===== config.mk =====
export PLATFORM = sky130hd
export DESIGN_NAME = cpu_decode
export DESIGN_NICKNAME = d
export VERILOG_FILES = /design/src/rtl/cpu_decode.sv
export SDC_FILE = /design/constraint.sdc
export NUM_CORES = 1
export LEC_CHECK = 0
export ABC_AREA = 1
export CAP_MARGIN = 5
export CORE_AREA = 3 3 135 137
export CTS_CLUSTER_SIZE = 14
export DETAILED_ROUTE_END_ITERATION = 8
export DIE_AREA = 0 0 138 140
export GPL_TIMING_DRIVEN = 0
export PLACE_DENSITY = 0.69
export SKIP_LAST_GASP = 1
export SLEW_MARGIN = 20
export SYNTH_ARGS = -nofsm -noshare
export SYNTH_HDL_FRONTEND = slang
export SYNTH_SLANG_ARGS = --single-unit

===== constraint.sdc =====
create_clock -name i_clock -period 2.9 [get_ports i_clock]
set_input_delay 0.725 -clock i_clock [delete_from_list [all_inputs] [get_ports i_clock]]
set_output_delay 0.725 -clock i_clock [all_outputs]
set_load 0.005 [all_outputs]

===== src/rtl/cpu_decode.sv =====
// cpu_decode: RV32I decode stage; issues on fetch tag change, inserts a load-use bubble, back-pressures fetch.
// Ports: i_clock, i_reset (sync, active-high); i_stall from execute; o_stall to fetch;
//   i_fetch_tag/i_fetch_instruction/i_fetch_pc from fetch; o_* registered decode fields for execute.
// Option: define CPU_DECODE_RVM_EN to decode M-extension ops and add the o_is_muldiv port.
module cpu_decode #(
  parameter int TAG_WIDTH = 8
) (
  input  logic                 i_clock,
  input  logic                 i_reset,
  input  logic                 i_stall,
  output logic                 o_stall,
  input  logic [TAG_WIDTH-1:0] i_fetch_tag,
  input  logic [31:0]          i_fetch_instruction,
  input  logic [31:0]          i_fetch_pc,
  output logic [TAG_WIDTH-1:0] o_tag,
  output logic [31:0]          o_pc,
  output logic [31:0]          o_instruction,
  output logic [4:0]           o_rs1,
  output logic [4:0]           o_rs2,
  output logic [4:0]           o_rd,
  output logic [31:0]          o_imm,
  output logic [3:0]           o_alu_op,
  output logic                 o_is_alu,
  output logic                 o_is_load,
  output logic                 o_is_store,
  output logic                 o_is_branch,
  output logic                 o_is_jump,
  output logic                 o_is_lui,
  output logic                 o_is_auipc,
  output logic                 o_is_system,
  output logic                 o_is_illegal,
`ifdef CPU_DECODE_RVM_EN
  output logic                 o_is_muldiv,
`endif
  output logic                 o_reg_write
);
  logic [31:0] w_ins;
  logic [6:0]  w_opcode;
  logic [2:0]  w_funct3;
  logic [6:0]  w_funct7;
  logic        w_lui, w_auipc, w_jal, w_jalr, w_branch, w_load, w_store;
  logic        w_op_imm, w_op_reg, w_system, w_md_word, w_alu_reg, w_muldiv;
  logic        w_is_alu, w_illegal;
  logic        w_fmt_r, w_fmt_i, w_fmt_s, w_fmt_b, w_fmt_u, w_fmt_j;
  logic [4:0]  w_rs1, w_rs2, w_rd;
  logic [31:0] w_imm;
  logic [3:0]  w_alu_op;
  logic [8:0]  w_class;
  logic        w_new, w_hazard;
  logic [TAG_WIDTH-1:0] r_tag;
  logic [31:0] r_pc, r_instruction, r_imm;
  logic [4:0]  r_rs1, r_rs2, r_rd, r_load_rd;
  logic [3:0]  r_alu_op;
  logic [8:0]  r_class;
  logic        r_reg_write, r_load_pending;
  assign w_ins    = i_fetch_instruction;
  assign w_opcode = w_ins[6:0];
  assign w_funct3 = w_ins[14:12];
  assign w_funct7 = w_ins[31:25];
  // Full 7-bit opcode matches, so words with opcode[1:0] != 2'b11 fall out as illegal.
  assign w_lui     = w_opcode == 7'b0110111;
  assign w_auipc   = w_opcode == 7'b0010111;
  assign w_jal     = w_opcode == 7'b1101111;
  assign w_jalr    = w_opcode == 7'b1100111;
  assign w_branch  = w_opcode == 7'b1100011;
  assign w_load    = w_opcode == 7'b0000011;
  assign w_store   = w_opcode == 7'b0100011;
  assign w_op_imm  = w_opcode == 7'b0010011;
  assign w_op_reg  = w_opcode == 7'b0110011;
  assign w_system  = w_opcode == 7'b1110011;
  assign w_md_word = w_op_reg & (w_funct7 == 7'b0000001);
`ifdef CPU_DECODE_RVM_EN
  assign w_muldiv  = w_md_word;
  assign w_alu_reg = w_op_reg;
`else
  assign w_muldiv  = 1'b0;
  assign w_alu_reg = w_op_reg & ~w_md_word;
`endif
  assign w_is_alu  = w_op_imm | w_alu_reg;
  assign w_illegal = ~(w_lui | w_auipc | w_jal | w_jalr | w_branch | w_load | w_store |
                       w_is_alu | w_system);
  assign w_fmt_r = w_alu_reg;
  assign w_fmt_i = w_op_imm | w_load | w_jalr | w_system;
  assign w_fmt_s = w_store;
  assign w_fmt_b = w_branch;
  assign w_fmt_u = w_lui | w_auipc;
  assign w_fmt_j = w_jal;
  // Fields absent from the format read as 0 so they can never match a pending load rd.
  assign w_rd  = (w_fmt_r | w_fmt_i | w_fmt_u | w_fmt_j) ? w_ins[11:7] : 5'd0;
  assign w_rs1 = (w_fmt_r | w_fmt_i | w_fmt_s | w_fmt_b) ? w_ins[19:15] : 5'd0;
  assign w_rs2 = (w_fmt_r | w_fmt_s | w_fmt_b) ? w_ins[24:20] : 5'd0;
  assign w_imm = w_fmt_i ? {{20{w_ins[31]}}, w_ins[31:20]} :
                 w_fmt_s ? {{20{w_ins[31]}}, w_ins[31:25], w_ins[11:7]} :
                 w_fmt_b ? {{20{w_ins[31]}}, w_ins[7], w_ins[30:25], w_ins[11:8], 1'b0} :
                 w_fmt_u ? {w_ins[31:12], 12'd0} :
                 w_fmt_j ? {{12{w_ins[31]}}, w_ins[19:12], w_ins[20], w_ins[30:21], 1'b0} :
                 32'd0;
  assign w_alu_op = w_muldiv ? {1'b1, w_funct3} :
                    w_is_alu ? {w_ins[30], w_funct3} : 4'd0;
  assign w_class  = {w_is_alu, w_load, w_store, w_branch, w_jal | w_jalr, w_lui, w_auipc,
                     w_system, w_illegal};
  // o_tag doubles as the last-seen fetch tag: both reset to 0 and change only on issue.
  assign w_new    = i_fetch_tag != r_tag;
  assign w_hazard = r_load_pending & (r_load_rd != 5'd0) &
                    ((w_rs1 == r_load_rd) | (w_rs2 == r_load_rd));
  assign o_stall  = i_stall | (w_new & w_hazard);
  always_ff @(posedge i_clock) begin
    if (i_reset) begin
      r_tag          <= '0;
      r_pc           <= '0;
      r_instruction  <= '0;
      r_rs1          <= '0;
      r_rs2          <= '0;
      r_rd           <= '0;
      r_imm          <= '0;
      r_alu_op       <= '0;
      r_class        <= '0;
      r_reg_write    <= 1'b0;
      r_load_pending <= 1'b0;
      r_load_rd      <= '0;
    end else if (w_new & ~i_stall) begin
      if (w_hazard) begin
        r_load_pending <= 1'b0;
      end else begin
        r_tag          <= i_fetch_tag;
        r_pc           <= i_fetch_pc;
        r_instruction  <= w_ins;
        r_rs1          <= w_rs1;
        r_rs2          <= w_rs2;
        r_rd           <= w_rd;
        r_imm          <= w_imm;
        r_alu_op       <= w_alu_op;
        r_class        <= w_class;
        r_reg_write    <= ~w_illegal & (w_rd != 5'd0);
        r_load_pending <= w_load;
        r_load_rd      <= w_load ? w_rd : r_load_rd;
      end
    end
  end
`ifdef CPU_DECODE_RVM_EN
  logic r_is_muldiv;
  always_ff @(posedge i_clock) begin
    if (i_reset) r_is_muldiv <= 1'b0;
    else if (w_new & ~i_stall & ~w_hazard) r_is_muldiv <= w_muldiv;
  end
  assign o_is_muldiv = r_is_muldiv;
`endif
  assign o_tag         = r_tag;
  assign o_pc          = r_pc;
  assign o_instruction = r_instruction;
  assign o_rs1         = r_rs1;
  assign o_rs2         = r_rs2;
  assign o_rd          = r_rd;
  assign o_imm         = r_imm;
  assign o_alu_op      = r_alu_op;
  assign o_reg_write   = r_reg_write;
  assign {o_is_alu, o_is_load, o_is_store, o_is_branch, o_is_jump, o_is_lui, o_is_auipc,
          o_is_system, o_is_illegal} = r_class;
endmodule


==> flow_metrics.py, run 1 <==
metrics = {
    "layout": {
        "area_delta_synth_final_pct": 60.1,
        "multiInputGateArea_sq_um": 2950,
        "fin_util": 0.558,
        "seq_area_sq_um": 2780,
        "fillers": 1691,
        "layout.nets": 1209,
        "drive_gt1_frac": 0.162,
        "diodes": 0,
    },
    "setup_path": {
        "startpoint": "i_fetch_tag[7]",
        "crit_fanout": 3,
        "critPathKind": "in -> out",
        "max_stage_delay_ps": 590,
        "crit_chain": "clkdlybuf4s50_1, xnor2_1, nand2_1, nor4_4, o21bai_4, buf_2",
        "crit_buf_inv": 2,
        "arrival_ps": 2340,
        "cp-start-kind": "input pin",
        "r2r-start": "o_tag[7]$_SDFFE_PP0P_",
        "slowest_stage": "nor4_4",
        "cp_top_family": "simple AND/OR/NAND/NOR gates",
        "required_ps": 2170,
        "critical_path.endpoint_type": "output pin",
    },
    "sta": {
        "tns_ps": -168,
        "fmax_ghz": 0.326,
        "grt_setup_unrepaired": "true",
        "worst_pin_slew_ps": 753,
        "fin_crit_sh": 1.06,
        "slew_violations": 0,
        "relSlewSlack": 0.498,
        "finClkSkew_ps": 14.8,
        "hold_ws_ps": 464,
        "hold_violations": 0,
        "setup_violations": 1,
        "min_period_ps": 3070,
        "final.setup.worst_slack_ps": -168,
    },
    "detailed_routing": {
        "drc_errors": 0,
        "wl_per_cell_microns": 16.2,
        "vias_per_cell": 4.93,
        "routed_wl_mm": 22.3,
        "via_count": 6763,
        "drt_iter0_markers": 482,
        "ant_nets": 0,
        "firstDrtPassIters": 6,
    },
    "clock_network": {
        "clk_pin_slew_worst_paths_ps": 60,
        "clock_sinks": 139,
        "root_buffer": "clkbuf_16",
        "clk_latency_ps": 430,
        "htreeDepth": 4,
        "cts_tree": "yes",
        "numCtsBuffers": 17,
        "ctsHoldBuffers": 0,
        "clock_path_buffers": 2,
    },
    "logic_synthesis": {
        "ys_types": 35,
        "ys_warn_count": 0,
        "synth_area_per_cell_sq_um": 7.02,
        "synthCells": 853,
        "seq_area_frac_synth": 0.465,
        "synth_nets": 928,
        "ys_ff_latch": 139,
        "synth_area_sq_um": 5990,
    },
    "place": {
        "gp_congestion": 0.932,
        "dp_slack_ps": -1460,
        "place_hpwl_mm": 16.2,
        "io_buffers": 207,
    },
    "run_status": {
        "violations": "negative setup slack",
        "status": "finished, violations left",
    },
    "floorplanning": {
        "fp.coreArea_sq_um": 17200,
        "io_pins": 209,
        "rows": 48,
        "start_util": 0.348,
        "die_area_sq_um": 19300,
        "die_x_microns": 138,
        "fp.dieH_microns": 140,
    },
    "global_route": {
        "grt_start_max_net_pins": 17,
        "grt_pass1_wl_mm": 34.9,
        "grt_antenna_before_repair": 0,
        "grt_pass1_vias": 6483,
        "overflow": 0,
        "grt_usage": 0.226,
    },
    "power_and_ir_drop": {
        "total_leakage_power_nw": 4.17,
        "vdd_ir_drop_max_v": 0.000404,
        "pwr_density_cell_nw_per_um2": 528,
    },
    "job": {
        "drv_cap": 0,
    },
    "worst_hold_path": {
        "min_from": "o_alu_op[3]$_SDFFE_PP0P_",
        "hp-class": "reg -> reg",
    },
}
cell usage after synthesis, drive strengths merged:
library cell	count	area [sq um]
buf	29	203
or2	3	18.8
dfxtp	139	2780
xor2	2	17.5
o22ai	3	18.8
o211a	1	10.0
o21bai	1	7.51
xnor2	4	35.0
a31oi	1	6.26
clkbuf	19	71.3
nor2	282	1080
nand3	30	173
nand2	113	452
nor4	2	12.5
a21boi	1	7.51
o21ai	120	601
a21oi	38	194
nor3	3	15.0
inv	50	188
a41oi	6	52.6
a2111oi	1	8.76
nand4	4	25.0
o211ai	1	7.51
power breakdown:
group          leakage [nW]  switching, mW  internal [mW]
sequential             1.15         0.0583           2.02
combinational          2.74          0.368          0.423
clock                 0.285          0.842           1.35
total                  4.17           1.27           3.79
state kept, by name, indices dropped and copies added, names as in the netlist:
| register | cells |
|---|---|
| o_tag | 8 |
| r_load_pending | 1 |
| o_alu_op | 4 |
| o_rs2 | 5 |
| o_rd | 5 |
| o_reg_write | 1 |
| o_pc | 32 |
| r_load_rd | 5 |
| o_imm | 32 |
| r_class | 9 |
| o_instruction | 32 |
| o_rs1 | 5 |
cell families after synthesis:
kind of cell	synth area share
DFF	0.465
xor gates and xnor gates	0.00878
buffers and inverters	0.0771
and+or+nand+nor	0.297
AOI/OAI and AO/OA	0.153
final cells by class:
| cell class | instances | share of cell area |
|---|---|---|
| buffer | 47 | 0.0291 |
| clock buffer | 22 | 0.0505 |
| clock inverter | 10 | 0.0119 |
| inverter | 50 | 0.0201 |
| multi-input combinational | 617 | 0.308 |
| sequential | 139 | 0.290 |
| tap | 225 | 0.0294 |
| timing repair buffer | 262 | 0.261 |
worst reg2reg max path, cell delays in order (launching register included):
cell,delay [ps]
dfxtp_1,330
xnor2_1,190
nand2_1,120
nor4_4,590
nor2_2,250
a21boi_1,200
buf_4,190
buf_6,160
buf_6,150
nor2_1,90
nor2_1,60
cells in the final DEF (no fill, tap or decap), types with 2 or more instances in the layout:
| cell type | Yosys | final |
|---|---|---|
| inv_4 | 0 | 2 |
| buf_12 | 0 | 2 |
| a41oi_1 | 6 | 5 |
| clkdlybuf4s50_1 | 0 | 192 |
| nor2_4 | 0 | 6 |
| a21oi_1 | 37 | 37 |
| xnor2_1 | 4 | 4 |
| nand2_1 | 108 | 98 |
| o21ai_1 | 23 | 24 |
| buf_6 | 9 | 15 |
| o21ai_0 | 97 | 95 |
| clkbuf_16 | 0 | 17 |
| nor3_1 | 3 | 3 |
| clkinv_2 | 0 | 3 |
| nand4_1 | 4 | 4 |
| bufinv_16 | 0 | 2 |
| nor2_2 | 2 | 11 |
| clkinvlp_4 | 0 | 4 |
| nand3_2 | 2 | 2 |
| dfxtp_1 | 139 | 139 |
| nand2_2 | 2 | 5 |
| nand3_1 | 27 | 26 |
| buf_8 | 0 | 3 |
| inv_1 | 45 | 39 |
| inv_2 | 5 | 9 |
| buf_4 | 1 | 56 |
| xor2_1 | 2 | 2 |
| o22ai_1 | 3 | 3 |
| nand3_4 | 1 | 2 |
| clkbuf_8 | 0 | 4 |
| buf_2 | 18 | 21 |
| or2_2 | 3 | 3 |
| nor2_1 | 279 | 264 |
| nand2_4 | 3 | 9 |
| clkbuf_1 | 19 | 19 |
| nand2_8 | 0 | 2 |
repair_timing:
| item | CTS | global route |
|---|---|---|
| endpoints found under the setup margin | 139 | 138 |
| pin swaps | 25 | 17 |
| cloned | 1 | 0 |
| buffers inserted | 55 | 5 |
| gates resized for setup | 121 | 25 |
metal layers:
layer,GRT usage,share of wire,up-vias
met5,0,0,-
met4,0.105,0.039,0
met3,0.0703,0.089,62
met2,0.364,0.45,327
met1,0.278,0.42,3059
li1,-,-,3315
per-stage QoR:
stage | area (sq um) | total power, mW | std cells
finish | 9580 | 5.06 | 1372
global route | 9580 | 5.27 | 1372
CTS | 9480 | 5.08 | 1372
detailed placement | 8340 | 2.83 | 1285
global placement | 8340 | 2.83 | 1285
floorplan | 5990 | 2.40 | 853
final timing paths:
kind,to,slack (ps),cells past startpoint
worst max-delay path,o_stall,-170,6
worst min-delay path,o_alu_op[3]$_SDFFE_PP0P_,460,2
worst max register to register,o_imm[27]$_SDFFE_PP0P_,490,10
worst min register to register,o_alu_op[3]$_SDFFE_PP0P_,460,2
Note: power is estimated with default switching activity, not from simulation.
==> run 2, diff against run 1 <==
Settings changed: CTS_CLUSTER_SIZE 14 to not set.
==> results of run 2 <==
Final layout, timing and power as in run 1 (identical DEF).
==> run 3, diff against run 2 <==
Settings changed: MAX_ROUTING_LAYER set to met4, TNS_END_PERCENT set to 30.
==> run 3 against run 2 <==
- the run still ends with negative setup slack left
- non-clock buffer count fell by 2
- clock skew fell by 3.6 ps
- first-iteration DRC count fell by 18%
- final cell count fell by 0.22%
- critical endpoint unchanged
- largest cell class unchanged
==> flow_metrics.py, run 3 (synthesis results as in run 1) <==
metrics = {
    "job": {
        "drv_cap": 0,
    },
    "sta": {
        "relSlewSlack": 0.526,
        "hold_violations": 0,
        "fin_crit_sh": 1.09,
        "worst_pin_slew_ps": 711,
        "final.setup.worst_slack_ps": -259,
        "setup_violations": 2,
        "finClkSkew_ps": 11.2,
        "grt_setup_unrepaired": "true",
        "hold_ws_ps": 459,
        "slew_violations": 0,
        "min_period_ps": 3160,
        "fmax_ghz": 0.317,
    },
    "worst_hold_path": {
        "min_from": "o_instruction[31]$_SDFFE_PP0P_",
        "hp-class": "reg -> reg",
        "hold_depth": 2,
        "holdPathEnd": "o_instruction[31]$_SDFFE_PP0P_",
    },
    "power_and_ir_drop": {
        "vdd_ir_drop_max_v": 0.000426,
        "pwr_density_cell_nw_per_um2": 543,
        "total_leakage_power_nw": 4.18,
        "power_mw": 5.21,
    },
    "setup_path": {
        "critical_path.endpoint_type": "output pin",
        "r2r_end": "o_imm[25]$_SDFFE_PP0P_",
        "critPathKind": "in -> out",
        "crit_buf_inv": 4,
        "cp-start-kind": "input pin",
        "r2r-start": "o_tag[7]$_SDFFE_PP0P_",
        "crit_cells": 16,
        "cp_top_family": "simple AND/OR/NAND/NOR gates",
        "required_ps": 2170,
        "r2r_slack_ps": 540,
        "rr_worst_depth": 10,
        "crit_fanout": 6,
        "arrival_ps": 2430,
        "crit_chain": "clkbuf_4, nand2_4, nor2_2, nand2_2, nand3_4, buf_4, o21ai_1, nand2_1, nand2_1, nor2_2, nand3_2, nand2_2, nand2_4, buf_8, o21bai_4, buf_2",
        "max_stage_delay_ps": 180,
        "slowest_stage": "clkbuf_4",
    },
    "global_route": {
        "overflow": 0,
        "grt_usage": 0.235,
        "grt_start_max_net_pins": 17,
        "grt_pass1_wl_mm": 35.1,
        "grt_pass1_vias": 6562,
        "grt_antenna_before_repair": 0,
    },
    "layout": {
        "diodes": 0,
        "final_common_cell": "nor2_1",
        "drive_gt1_frac": 0.163,
        "area_delta_synth_final_pct": 60.5,
        "layout.nets": 1206,
        "final_cell_mix": "267 x nor2_1, 192 x clkdlybuf4s50_1, 139 x dfxtp_1, 96 x nand2_1, 95 x o21ai_0",
        "fillers": 1648,
    },
    "clock_network": {
        "clk_pin_slew_worst_paths_ps": 60,
        "root_buffer": "clkbuf_16",
        "clock_sinks": 139,
        "htreeDepth": 4,
        "clk_latency_ps": 430,
        "clock_path_buffers": 2,
        "cts_tree": "yes",
        "ctsHoldBuffers": 0,
        "numCtsBuffers": 17,
    },
    "floorplanning": {
        "start_util": 0.348,
        "fp.coreArea_sq_um": 17200,
        "die_x_microns": 138,
        "io_pins": 209,
        "fp.dieH_microns": 140,
        "rows": 48,
        "die_area_sq_um": 19300,
    },
    "place": {
        "place_hpwl_mm": 16.3,
        "io_buffers": 207,
        "gp_congestion": 0.955,
        "dp_slack_ps": -1470,
    },
    "detailed_routing": {
        "drt_iter0_markers": 396,
        "ant_nets": 0,
        "vias_per_cell": 4.96,
        "drc_errors": 0,
        "wl_per_cell_microns": 16.4,
        "routed_wl_mm": 22.5,
        "firstDrtPassIters": 5,
        "via_count": 6790,
    },
    "run_status": {
        "violations": "negative setup slack",
        "status": "finished, violations left",
    },
}
[run 3: per-layer routing]
layer | share of wire | wire, microns | global-route usage
met5 | 0 | 0 | -
met4 | 0.036 | 803 | 0.0874
met3 | 0.087 | 1960 | 0.0707
met2 | 0.45 | 10200 | 0.375
met1 | 0.42 | 9520 | 0.283
[run 3: timing repair]
item	CTS	global route
setup buffers	52	6
resized for setup	107	50
cloned	0	0
pin swaps	20	24
setup endpoints to repair	139	81
[run 3: how the worst max path moves through the flow]
| stage | startpoint | end | slack, ps |
|---|---|---|---|
| finish | i_fetch_instruction[5] | o_stall | -260 |
| global route | i_fetch_instruction[1] | o_stall | -350 |
| CTS | i_fetch_instruction[28] | o_stall | -330 |
| detailed placement | i_fetch_instruction[31] | o_stall | -1470 |
| global placement | i_fetch_instruction[31] | o_stall | -1500 |
| floorplan | i_fetch_instruction[1] | o_stall | 7 |
[run 3: layout make-up]
cell class / count / area (sq um) / share of cell area
well taps: 225 / 282 / 0.0293
plain buffers: 48 / 285 / 0.0297
repair buffers: 259 / 2480 / 0.259
flip-flops and latches: 139 / 2780 / 0.290
multi-input cells: 616 / 2920 / 0.304
clock buffers: 19 / 453 / 0.0471
inverters: 50 / 213 / 0.0221
clock inverters: 13 / 186 / 0.0194
[run 3: worst min-delay path, stage by stage (launching register included)]
cell	delay, ps
dfxtp_1	310
nand2_1	60
a21oi_1	50
[run 3: power breakdown]
| group | switching (mW) | total (mW) | internal [mW] |
|---|---|---|---|
| clock network | 0.866 | 2.35 | 1.49 |
| logic | 0.369 | 0.784 | 0.414 |
| registers | 0.0591 | 2.08 | 2.02 |
[run 3: through the flow]
stage	std cells	TNS, ps	area (sq um)	utilization
2_1_floorplan	853	0	5990	-
3_3_place_gp	1285	-102760	8340	0.486
3_5_place_dp	1285	-98430	8340	0.486
4_1_cts	1369	-911	9440	0.550
5_1_grt	1369	-653	9610	0.559
6_report	1369	-510	9610	0.559
